`config.mk`:
```
export PLATFORM = sky130hd
export DESIGN_NAME = mem_port_arbiter_flat
export DESIGN_NICKNAME = d
export VERILOG_FILES = /design/src/rtl/mem_port_arbiter_pkg.sv /design/src/rtl/mem_port_arbiter_if.sv /design/src/rtl/mem_port_arbiter_fifo.sv /design/src/rtl/mem_port_arbiter.sv /design/src/flat_wrapper.sv
export SDC_FILE = /design/constraint.sdc
export NUM_CORES = 1
export LEC_CHECK = 0
export BUFFER_PORTS_ARGS = -buffer_cell sky130_fd_sc_hd__buf_4
export CAP_MARGIN = 30
export CORE_AREA = 2 2 123 125
export CTS_BUF_LIST = sky130_fd_sc_hd__clkbuf_4 sky130_fd_sc_hd__clkbuf_8 sky130_fd_sc_hd__clkbuf_16
export DETAILED_ROUTE_END_ITERATION = 8
export DIE_AREA = 0 0 125 127
export SLEW_MARGIN = 20
export SYNTH_ARGS = -nofsm -noshare
export SYNTH_HDL_FRONTEND = slang
export SYNTH_SLANG_ARGS = --single-unit
```
`constraint.sdc`:
```
create_clock -name clk -period 2.5 [get_ports clk]
set_input_delay 0.5 -clock clk [delete_from_list [all_inputs] [get_ports clk]]
set_output_delay 0.5 -clock clk [all_outputs]
set_load 0.1 [all_outputs]
```
`src/rtl/mem_port_arbiter_pkg.sv`:
```
// Shared owner and size encodings for the memory port arbiter.
package mem_arb_pkg;

  typedef enum logic {
    OWNER_INST = 1'b0,
    OWNER_DATA = 1'b1
  } owner_e;

  typedef enum logic [1:0] {
    SIZE_B = 2'd0,
    SIZE_H = 2'd1,
    SIZE_W = 2'd2
  } size_e;

endpackage

```
`src/rtl/mem_port_arbiter_if.sv`:
```
// SRAM-like request/response port; master issues requests, slave answers them.
interface mem_port_arbiter_if #(
  parameter int ADDR_W = 32,
  parameter int DATA_W = 32
);
  logic              req;
  logic              wr;
  logic [1:0]        size;
  logic [3:0]        wstrb;
  logic [ADDR_W-1:0] addr;
  logic [DATA_W-1:0] wdata;
  logic              addr_ok;
  logic              data_ok;
  logic [DATA_W-1:0] rdata;

  modport master (
    output req, wr, size, wstrb, addr, wdata,
    input  addr_ok, data_ok, rdata
  );

  modport slave (
    input  req, wr, size, wstrb, addr, wdata,
    output addr_ok, data_ok, rdata
  );
endinterface

```
`src/rtl/mem_port_arbiter_fifo.sv`:
```
// In-order 1-bit owner FIFO: remembers which requester issued each outstanding transaction.
module arb_owner_fifo #(
  parameter int DEPTH = 2
) (
  input  logic clk,
  input  logic resetn,
  input  logic push,
  input  logic pop,
  input  logic din,
  output logic dout,
  output logic full,
  output logic empty
);

  localparam int PTR_W = (DEPTH > 1) ? $clog2(DEPTH) : 1;
  localparam int CNT_W = $clog2(DEPTH + 1);

  logic [DEPTH-1:0] slots;
  logic [PTR_W-1:0] wr_ptr;
  logic [PTR_W-1:0] rd_ptr;
  logic [CNT_W-1:0] count;
  logic             do_push;
  logic             do_pop;

  function automatic logic [PTR_W-1:0] next_ptr(input logic [PTR_W-1:0] p);
    return (p == PTR_W'(DEPTH - 1)) ? '0 : p + 1'b1;
  endfunction

  assign full    = (count == CNT_W'(DEPTH));
  assign empty   = (count == '0);
  assign do_push = push & ~full;
  assign do_pop  = pop & ~empty;
  assign dout    = slots[rd_ptr];

  always_ff @(posedge clk or negedge resetn) begin
    if (!resetn) begin
      slots  <= '0;
      wr_ptr <= '0;
      rd_ptr <= '0;
      count  <= '0;
    end else begin
      if (do_push) begin
        slots[wr_ptr] <= din;
        wr_ptr        <= next_ptr(wr_ptr);
      end
      if (do_pop) begin
        rd_ptr <= next_ptr(rd_ptr);
      end
      // A simultaneous push and pop leaves the occupancy unchanged.
      case ({do_push, do_pop})
        2'b10:   count <= count + 1'b1;
        2'b01:   count <= count - 1'b1;
        default: count <= count;
      endcase
    end
  end

endmodule

```
`src/rtl/mem_port_arbiter.sv`:
```
// Shares one memory port between instruction fetch and data access; responses return in order.
// MEM_ARB_ROUND_ROBIN_EN selects round-robin arbitration instead of data priority with starvation guard.
module mem_port_arbiter
  import mem_arb_pkg::*;
#(
  parameter int ADDR_W          = 32,
  parameter int DATA_W          = 32,
  parameter int MAX_OUTSTANDING = 2,
  parameter int STARVE_LIMIT    = 4
) (
  input logic                clk,
  input logic                resetn,
  mem_port_arbiter_if.slave  inst_bus,
  mem_port_arbiter_if.slave  data_bus,
  mem_port_arbiter_if.master mem_bus
);

  owner_e            sel;
  logic              sel_valid;
  logic              sel_wr;
  logic [1:0]        sel_size;
  logic [3:0]        sel_wstrb;
  logic [ADDR_W-1:0] sel_addr;
  logic [DATA_W-1:0] sel_wdata;
  logic              lock_q;
  owner_e            lock_owner_q;
  logic              fifo_full;
  logic              fifo_empty;
  logic              fifo_head;
  logic              mem_req;
  logic              accept;
  logic              inst_accept;
  logic              resp_valid;

`ifdef MEM_ARB_ROUND_ROBIN_EN
  owner_e last_grant_q;
`else
  localparam int STARVE_W = $clog2(STARVE_LIMIT + 1);
  logic [STARVE_W-1:0] starve_cnt_q;
`endif

  // A locked owner keeps the port until the downstream accepts its request.
  always_comb begin
    sel       = OWNER_DATA;
    sel_valid = 1'b0;
    if (lock_q) begin
      sel       = lock_owner_q;
      sel_valid = (lock_owner_q == OWNER_INST) ? inst_bus.req : data_bus.req;
    end
`ifdef MEM_ARB_ROUND_ROBIN_EN
    else if (inst_bus.req && data_bus.req) begin
      sel       = (last_grant_q == OWNER_DATA) ? OWNER_INST : OWNER_DATA;
      sel_valid = 1'b1;
    end
`else
    else if (inst_bus.req && (starve_cnt_q == STARVE_W'(STARVE_LIMIT))) begin
      sel       = OWNER_INST;
      sel_valid = 1'b1;
    end
`endif
    else if (data_bus.req) begin
      sel       = OWNER_DATA;
      sel_valid = 1'b1;
    end else if (inst_bus.req) begin
      sel       = OWNER_INST;
      sel_valid = 1'b1;
    end
  end

  always_comb begin
    sel_wr    = data_bus.wr;
    sel_size  = data_bus.size;
    sel_wstrb = data_bus.wstrb;
    sel_addr  = data_bus.addr;
    sel_wdata = data_bus.wdata;
    if (sel == OWNER_INST) begin
      sel_wr    = inst_bus.wr;
      sel_size  = inst_bus.size;
      sel_wstrb = inst_bus.wstrb;
      sel_addr  = inst_bus.addr;
      sel_wdata = inst_bus.wdata;
    end
  end

  // Outputs are forced low while reset is held, independent of requester inputs.
  assign mem_req     = resetn & sel_valid & ~fifo_full;
  assign accept      = mem_req & mem_bus.addr_ok;
  assign inst_accept = accept & (sel == OWNER_INST);
  assign resp_valid  = resetn & mem_bus.data_ok & ~fifo_empty;

  assign mem_bus.req   = mem_req;
  assign mem_bus.wr    = resetn & sel_wr;
  assign mem_bus.size  = resetn ? sel_size : '0;
  assign mem_bus.wstrb = resetn ? sel_wstrb : '0;
  assign mem_bus.addr  = resetn ? sel_addr : '0;
  assign mem_bus.wdata = resetn ? sel_wdata : '0;

  assign inst_bus.addr_ok = inst_accept;
  assign data_bus.addr_ok = accept & (sel == OWNER_DATA);
  assign inst_bus.data_ok = resp_valid & (owner_e'(fifo_head) == OWNER_INST);
  assign data_bus.data_ok = resp_valid & (owner_e'(fifo_head) == OWNER_DATA);
  assign inst_bus.rdata   = resetn ? mem_bus.rdata : '0;
  assign data_bus.rdata   = resetn ? mem_bus.rdata : '0;

  always_ff @(posedge clk or negedge resetn) begin
    if (!resetn) begin
      lock_q       <= 1'b0;
      lock_owner_q <= OWNER_INST;
    end else if (mem_req && !mem_bus.addr_ok) begin
      lock_q       <= 1'b1;
      lock_owner_q <= sel;
    end else if (accept) begin
      lock_q       <= 1'b0;
    end
  end

`ifdef MEM_ARB_ROUND_ROBIN_EN
  // Starting from DATA lets instruction fetch win the first contested grant.
  always_ff @(posedge clk or negedge resetn) begin
    if (!resetn) begin
      last_grant_q <= OWNER_DATA;
    end else if (accept) begin
      last_grant_q <= sel;
    end
  end
`else
  // Counts cycles fetch waits behind data; saturates so fetch wins the next grant.
  always_ff @(posedge clk or negedge resetn) begin
    if (!resetn) begin
      starve_cnt_q <= '0;
    end else if (inst_accept || !inst_bus.req) begin
      starve_cnt_q <= '0;
    end else if (sel_valid && (sel == OWNER_DATA) &&
                 (starve_cnt_q != STARVE_W'(STARVE_LIMIT))) begin
      starve_cnt_q <= starve_cnt_q + 1'b1;
    end
  end
`endif

  arb_owner_fifo #(
    .DEPTH(MAX_OUTSTANDING)
  ) u_owner_fifo (
    .clk    (clk),
    .resetn (resetn),
    .push   (accept),
    .pop    (resp_valid),
    .din    (sel),
    .dout   (fifo_head),
    .full   (fifo_full),
    .empty  (fifo_empty)
  );

endmodule

```
`src/flat_wrapper.sv`:
```
// flat-port wrapper written by rule: the top's interface ports become plain ports
module mem_port_arbiter_flat import mem_arb_pkg::*;
#(
  parameter int ADDR_W          = 32,
  parameter int DATA_W          = 32,
  parameter int MAX_OUTSTANDING = 2,
  parameter int STARVE_LIMIT    = 4
)
  (clk, resetn, inst_bus_req, inst_bus_wr, inst_bus_size, inst_bus_wstrb, inst_bus_addr, inst_bus_wdata, inst_bus_addr_ok, inst_bus_data_ok, inst_bus_rdata, data_bus_req, data_bus_wr, data_bus_size, data_bus_wstrb, data_bus_addr, data_bus_wdata, data_bus_addr_ok, data_bus_data_ok, data_bus_rdata, mem_bus_req, mem_bus_wr, mem_bus_size, mem_bus_wstrb, mem_bus_addr, mem_bus_wdata, mem_bus_addr_ok, mem_bus_data_ok, mem_bus_rdata);
  mem_port_arbiter_if #(.ADDR_W(ADDR_W), .DATA_W(DATA_W)) inst_bus_i ();
  mem_port_arbiter_if #(.ADDR_W(ADDR_W), .DATA_W(DATA_W)) data_bus_i ();
  mem_port_arbiter_if #(.ADDR_W(ADDR_W), .DATA_W(DATA_W)) mem_bus_i ();
  input logic clk;
  input logic resetn;
  input wire logic [$bits(inst_bus_i.req)-1:0] inst_bus_req;
  input wire logic [$bits(inst_bus_i.wr)-1:0] inst_bus_wr;
  input wire logic [$bits(inst_bus_i.size)-1:0] inst_bus_size;
  input wire logic [$bits(inst_bus_i.wstrb)-1:0] inst_bus_wstrb;
  input wire logic [$bits(inst_bus_i.addr)-1:0] inst_bus_addr;
  input wire logic [$bits(inst_bus_i.wdata)-1:0] inst_bus_wdata;
  output wire logic [$bits(inst_bus_i.addr_ok)-1:0] inst_bus_addr_ok;
  output wire logic [$bits(inst_bus_i.data_ok)-1:0] inst_bus_data_ok;
  output wire logic [$bits(inst_bus_i.rdata)-1:0] inst_bus_rdata;
  input wire logic [$bits(data_bus_i.req)-1:0] data_bus_req;
  input wire logic [$bits(data_bus_i.wr)-1:0] data_bus_wr;
  input wire logic [$bits(data_bus_i.size)-1:0] data_bus_size;
  input wire logic [$bits(data_bus_i.wstrb)-1:0] data_bus_wstrb;
  input wire logic [$bits(data_bus_i.addr)-1:0] data_bus_addr;
  input wire logic [$bits(data_bus_i.wdata)-1:0] data_bus_wdata;
  output wire logic [$bits(data_bus_i.addr_ok)-1:0] data_bus_addr_ok;
  output wire logic [$bits(data_bus_i.data_ok)-1:0] data_bus_data_ok;
  output wire logic [$bits(data_bus_i.rdata)-1:0] data_bus_rdata;
  output wire logic [$bits(mem_bus_i.req)-1:0] mem_bus_req;
  output wire logic [$bits(mem_bus_i.wr)-1:0] mem_bus_wr;
  output wire logic [$bits(mem_bus_i.size)-1:0] mem_bus_size;
  output wire logic [$bits(mem_bus_i.wstrb)-1:0] mem_bus_wstrb;
  output wire logic [$bits(mem_bus_i.addr)-1:0] mem_bus_addr;
  output wire logic [$bits(mem_bus_i.wdata)-1:0] mem_bus_wdata;
  input wire logic [$bits(mem_bus_i.addr_ok)-1:0] mem_bus_addr_ok;
  input wire logic [$bits(mem_bus_i.data_ok)-1:0] mem_bus_data_ok;
  input wire logic [$bits(mem_bus_i.rdata)-1:0] mem_bus_rdata;
  assign inst_bus_i.req = inst_bus_req;
  assign inst_bus_i.wr = inst_bus_wr;
  assign inst_bus_i.size = inst_bus_size;
  assign inst_bus_i.wstrb = inst_bus_wstrb;
  assign inst_bus_i.addr = inst_bus_addr;
  assign inst_bus_i.wdata = inst_bus_wdata;
  assign inst_bus_addr_ok = inst_bus_i.addr_ok;
  assign inst_bus_data_ok = inst_bus_i.data_ok;
  assign inst_bus_rdata = inst_bus_i.rdata;
  assign data_bus_i.req = data_bus_req;
  assign data_bus_i.wr = data_bus_wr;
  assign data_bus_i.size = data_bus_size;
  assign data_bus_i.wstrb = data_bus_wstrb;
  assign data_bus_i.addr = data_bus_addr;
  assign data_bus_i.wdata = data_bus_wdata;
  assign data_bus_addr_ok = data_bus_i.addr_ok;
  assign data_bus_data_ok = data_bus_i.data_ok;
  assign data_bus_rdata = data_bus_i.rdata;
  assign mem_bus_req = mem_bus_i.req;
  assign mem_bus_wr = mem_bus_i.wr;
  assign mem_bus_size = mem_bus_i.size;
  assign mem_bus_wstrb = mem_bus_i.wstrb;
  assign mem_bus_addr = mem_bus_i.addr;
  assign mem_bus_wdata = mem_bus_i.wdata;
  assign mem_bus_i.addr_ok = mem_bus_addr_ok;
  assign mem_bus_i.data_ok = mem_bus_data_ok;
  assign mem_bus_i.rdata = mem_bus_rdata;
  mem_port_arbiter #(.ADDR_W(ADDR_W), .DATA_W(DATA_W), .MAX_OUTSTANDING(MAX_OUTSTANDING), .STARVE_LIMIT(STARVE_LIMIT)) u_core (.clk(clk), .resetn(resetn), .inst_bus(inst_bus_i), .data_bus(data_bus_i), .mem_bus(mem_bus_i));
endmodule
```
# After elaboration in Yosys (flattened, before gate mapping)
# Cells that the tools add are included.
[totals]
rom_bits = 0
latchBits = 0
register_bits = 11
inputBits = 180
ram_bits = 0
memories = 0
[classes]
bitwise = 16
n_mux = 31
n_eq_ne = 5
n_addsub = 5
n_lt_le_gt_ge = 3
reduce_logical = 12
shifts = 0
n_mul = 0
n_div = 0
[ops]
columns = ["operator", "count"]
rows = [
  ["$mux W32", 5],
  ["$mux W1", 17],
  ["$and A1 B1 Y1", 12],
  ["$mux W4", 2],
  ["$mux W3", 2],
  ["$reduce_bool A2 Y1", 3],
  ["$logic_and A1 B1 Y1", 5],
  ["$eq A2 B2 Y1 const B", 2],
  ["$lt A1 B2 Y1 const B", 2],
  ["$mux W2", 2],
  ["$not A1 Y1", 4],
  ["$pmux W2 S2", 1],
  ["$add A3 B1 Y3 const B", 1],
  ["$eq A3 B3 Y1 const B", 1],
  ["$ne A3 B3 Y1 const B", 1],
  ["$add A1 B1 Y1 const B", 2],
  ["$add A2 B1 Y2 const B", 1],
  ["$bwmux W2", 1],
  ["$eq A2 B1 Y1 const B", 1],
  ["$logic_not A1 Y1", 2],
  ["$logic_not A2 Y1", 1],
  ["$sub A2 B1 Y2 const B", 1],
  ["$demux W1 S1", 1],
  ["$ge A1 B1 Y1 const B", 1],
  ["$logic_or A1 B1 Y1", 1],
]

# Longest topological paths before layout
[depth]
depth_word = 10
mapped_depth = 8
mapped_depth_nobuf = 7

# Modules after synthesis
# Synthesis repeated with hierarchy kept, for this count alone.
[unflattened]
hier_cells = 366
hier_area_um2 = 2274.7
[modules_own_cells]
columns = ["mod", "area_per_inst_um2", "cells_each", "n_inst"]
rows = [
  ["mem_port_arbiter", 1991.9, 343, 1],
  ["arb_owner_fifo", 282.8, 23, 1],
]

# Worst setup path after synthesis
# OpenSTA, ideal clock, no wires.
[synth_timing]
kind = "register -> output"
from = "register u_core.starve_cnt_q[0]"
to = "output mem_bus_addr[0]"
setup_slack_ns = -0.793
n_path_buf = 2
arrival_ns = 2.793
stages_incl_launch_ff = 9
required_time_ns = 2.000
cell_sequence = "dfrtp_1 > inv_1 > ha_1 > and2_0 > o311ai_4 > buf_6 > buf_6 > nand2_1 > a21boi_1"
[synth_between]
elab_chain_cells = 6
[synth_rtl]
columns = ["element", "line", "text"]
rows = [
  ["start: declaration", "mem_port_arbiter.sv:39", "logic [STARVE_W-1:0] starve_cnt_q;"],
  ["start signal: assignment", "mem_port_arbiter.sv:135", "starve_cnt_q <= starve_cnt_q + 1'b1;"],
  ["$eq A3 B3 Y1", "mem_port_arbiter.sv:56", "else if (inst_bus.req && (starve_cnt_q == STARVE_W'(STARVE_LIMIT))) begin"],
  ["$logic_and A1 B1 Y1", "mem_port_arbiter.sv:56", ""],
  ["$mux W1", "mem_port_arbiter.sv:56", ""],
  ["$mux W1", "mem_port_arbiter.sv:46", "if (lock_q) begin"],
  ["$mux W32", "mem_port_arbiter.sv:76", "if (sel == OWNER_INST) begin"],
  ["$mux W32", "mem_port_arbiter.sv:95", "assign mem_bus.addr = resetn ? sel_addr : '0;"],
  ["end: declaration", "flat_wrapper.sv:37", "output wire logic [$bits(mem_bus_i.addr)-1:0] mem_bus_addr;"],
]
# Every way passes these cells.

# Final worst setup path
[layout_timing]
from = "register u_core.starve_cnt_q[0]"
to = "output mem_bus_addr[28]"
# The elaborated chain is that of the path after synthesis.

==> results.md <==
* Grt peak-use layer: met2
* CTS tree: done
* Fin cells at around 840
* I/O pin cnt at 320
* Post-route ant nets at 0
* Via count at between 3000 and 4000
* Finished Core Util at 0.492
* GR Layer Usage met3 at 0.0230
* Wire per inst at about 16 um
* Crit path required time at around 2.0 ns
* Sum Neg Setup Slack at -1.85 ns
* Share of layout cells above drive strength 1 at 0.805
* Fin Clk Skew at roughly 0.0016 ns
* Sequential area share after synthesis at 0.112
* Adder-Cell Fraction of Synth Area at 0.0153
* Worst-Margin Slew at ~0.43 ns
* Largest family of logic cells by synthesized area: simple AND/OR/NAND/NOR gates
* Post-synth cell types at 38
* Total power draw at about 0.0087 W
* Avg Inst Size Synth at roughly 6.7 um2
* Post-synthesis mux area share at 0.0127
* Worst setup EP type: primary output
* H-tree depth at 1
* GRT Total Usage at 0.155
* Slew margin rel. at 0.712
* Row cnt at 44
* Die height at 127 um
* Clk slew on worst S/H paths at 0.04 ns
* Post-Synth XOR/XNOR Area at 0.0249
* Global Route met2 Usage at 0.340
* Fin nets at between 800 and 900
* Post-Syn Instances at 367
* Status: finished with violations
* Die area at ~16000 um2
* Tightest Hold Check Type: input port to async pin
* Worst setup margin at -0.0823 ns
* Initial DRC Count at 88
* Post-synth top area share at 0.191
* Final Wtd Congestion at roughly 0.8
* Root buf cell: clkbuf_16
* Yosys top cell by area: nand2_1
* Fmax at ~390 MHz
* Met1 Use GR at 0.154
* Netlist Area Pre-Place at approximately 2500 um2
* Crit-path max FO at 12
* Max VDD drop at roughly 0.58 mV
* Cell Pwr Density at approximately 1200 nW/um2
* Clock insertion delay at the later pin of the skew report at 0.24 ns
* Fin crit period at 2.58 ns
* CTS hold repair buffers at 0
* Final Cycle Share at 1.03
* Port Buffers at between 300 and 400
* Layout area overhead at 188%
* P_int at between 0.003 and 0.004 W
* Detailed-route vias per instance at between 4 and 5
* Top post-synthesis cells by area: nand2_1, a21boi_1, buf_4, dfrtp_1, a21boi_2
* RSZ-0062 raised after global routing: true
* Combinational power share at 0.927
* Initial antenna violation count at 0
* Simple-gate share of the synthesized area at 0.369
* DRC viols at 0
* Seq pwr share at 0.038
* Final setup fails at between 60 and 70
* Grt total ovfl at 0
* Worst Setup Start Kind: flip-flop
* Seq cells post-synth at 11
* Global-route wire length before repair at between 15000 and 20000 um
* Fin. Hold Viols at 0
* Drt pass-1 iters at 4
* Area of the core at 14400 um2
* Clock power frac at 0.035
* Post-DP HPWL at approximately 9500 um
* Clock Tree Buf Depth at 2
* Max-cap viol count at 0
* Switching power at about 0.0052 W
* Syn_nets at 550
* CTS buffer count at 3
* Vias in the first global route at roughly 4000
* Compound-gate portion of the synthesized area at 0.288
* Chip width at between 100 and 150 um
* Leakage at between 3 and 4 nW
* CTS sink cnt at 11
* Worst Path Arrival at approximately 2.1 ns
* Initial core utilization at 0.170
* Crit path kind: flip-flop to primary output
* Failing checks: negative setup slack
* Slew Limit Fails at 0
* Ys Warns at 0
* Pin count of the biggest net entering global routing at 70
* Sw Share at 0.600
* Ant. Diodes at 0
* Dpl cells at 818
* Drt total wl at about 14000 um
-- through the flow --
step	area, um2	setup WS (ns)	hold slack (ns)
floorplan	3190	-0.218	0.204
global placement	5520	0.00778	0.336
detailed placement	5520	-0.0686	0.337
CTS	6880	-0.144	0.0865
global route	7090	-0.126	0.0856
finish	7090	-0.0823	0.0870
-- worst max-delay path, cell delays in order (launching register included) --
cell      delay (ns)
dfrtp_1         0.36
inv_2           0.06
ha_4            0.15
and2_4          0.14
o311ai_4        0.23
buf_6           0.16
buf_4           0.12
buf_12          0.15
nand2_2         0.09
a21boi_4        0.18
buf_12          0.19
-- power by group through the flow --
stage / clock [W] / sequential (W) / combinational [W]
floorplan: 0 / 0.000314 / 0.00495
global placement: 0 / 0.000328 / 0.00595
detailed placement: 0 / 0.000330 / 0.00603
CTS: 0.000306 / 0.000329 / 0.00776
global route: 0.000316 / 0.000343 / 0.00833
finish: 0.000300 / 0.000331 / 0.00806
-- synth_stat cells (all sizes together) --
library cell	instances
nand2	145
a21boi	71
buf	48
and2	33
clkbuf	11
dfrtp	11
nor2	8
xnor2	5
inv	4
ha	3
mux2i	2
nand2b	2
nand3	2
nand4	2
nor2b	2
o31ai	2
xor2	2
a21o	1
a21oi	1
a31oi	1
a41oi	1
and4	1
mux2	1
nand3b	1
nor3	1
o211ai	1
o21a	1
o21ai	1
o311a	1
o311ai	1
or2	1
-- what timing repair did --
| action | CTS | global route |
|---|---|---|
| endpoints found under the setup margin | 72 | 72 |
| buffers inserted | 9 | 2 |
| pin swaps | 44 | 35 |
| cloned | 5 | 3 |
| gates resized for setup | 276 | 27 |
-- area by class of cell --
type                       count  area (um2)
clock buffer                   4        82.6
fill                        1263        7330
inverter                       4        15.0
multi-input combinational    293        2740
sequential                    11         275
tap                          184         230
timing repair buffer         345        3750
-- flip-flops by register name (all words and copies together) (netlist names) --
signal,flops
u_core.lock_owner_q,1
u_core.u_owner_fifo.rd_ptr,1
u_core.u_owner_fifo.slots,2
u_core.u_owner_fifo.wr_ptr,1
u_core.u_owner_fifo.count,2
u_core.lock_q,1
u_core.starve_cnt_q,3
-- logic make-up after synthesis --
family,Yosys count
AO/OA/AOI/OAI,82
flip-flops,11
XOR/XNOR,7
adder cells (fa/ha/maj),3
buffers and inverters,63
AND/OR/NAND/NOR,198
multiplexers,3
-- worst paths after layout --
check	start	to	slack, ns	depth (start not counted)
worst min-delay path	resetn	u_core.u_owner_fifo.count[0]	0.09	1
worst min register to register	u_core.u_owner_fifo.count[1]	u_core.u_owner_fifo.count[1]	0.50	1
max in group asynchronous	resetn	u_core.lock_owner_q	2.01	2
worst max register to register	u_core.starve_cnt_q[0]	u_core.starve_cnt_q[1]	0.55	11
min in group clk	u_core.u_owner_fifo.count[1]	u_core.u_owner_fifo.count[1]	0.50	1
worst max-delay path	u_core.starve_cnt_q[0]	mem_bus_addr[28]	-0.08	10
-- cells in the final DEF, fill, tap and decap left out, drive strengths merged, types with 2 or more instances in the layout --
cell type  synthesis  final
nor2               8      8
inv                4      4
ha                 3      3
buf               48    342
a21boi            71     71
o31ai              2      2
nand3              2      2
nand4              2      2
dfrtp             11     11
nand2            145    145
nor2b              2      2
and2              33     33
mux2i              2      2
nand2b             2      2
xnor2              5      5
xor2               2      2
clkbuf            11      7
-- metal layers --
metal | up-vias | routed length, um
li1 | 1742 | -
met1 | 1679 | 4700
met3 | 10 | 912
met4 | 0 | 102
met2 | 190 | 8150
met5 | - | 0
No activity file was read; power rests on OpenSTA's default activity.
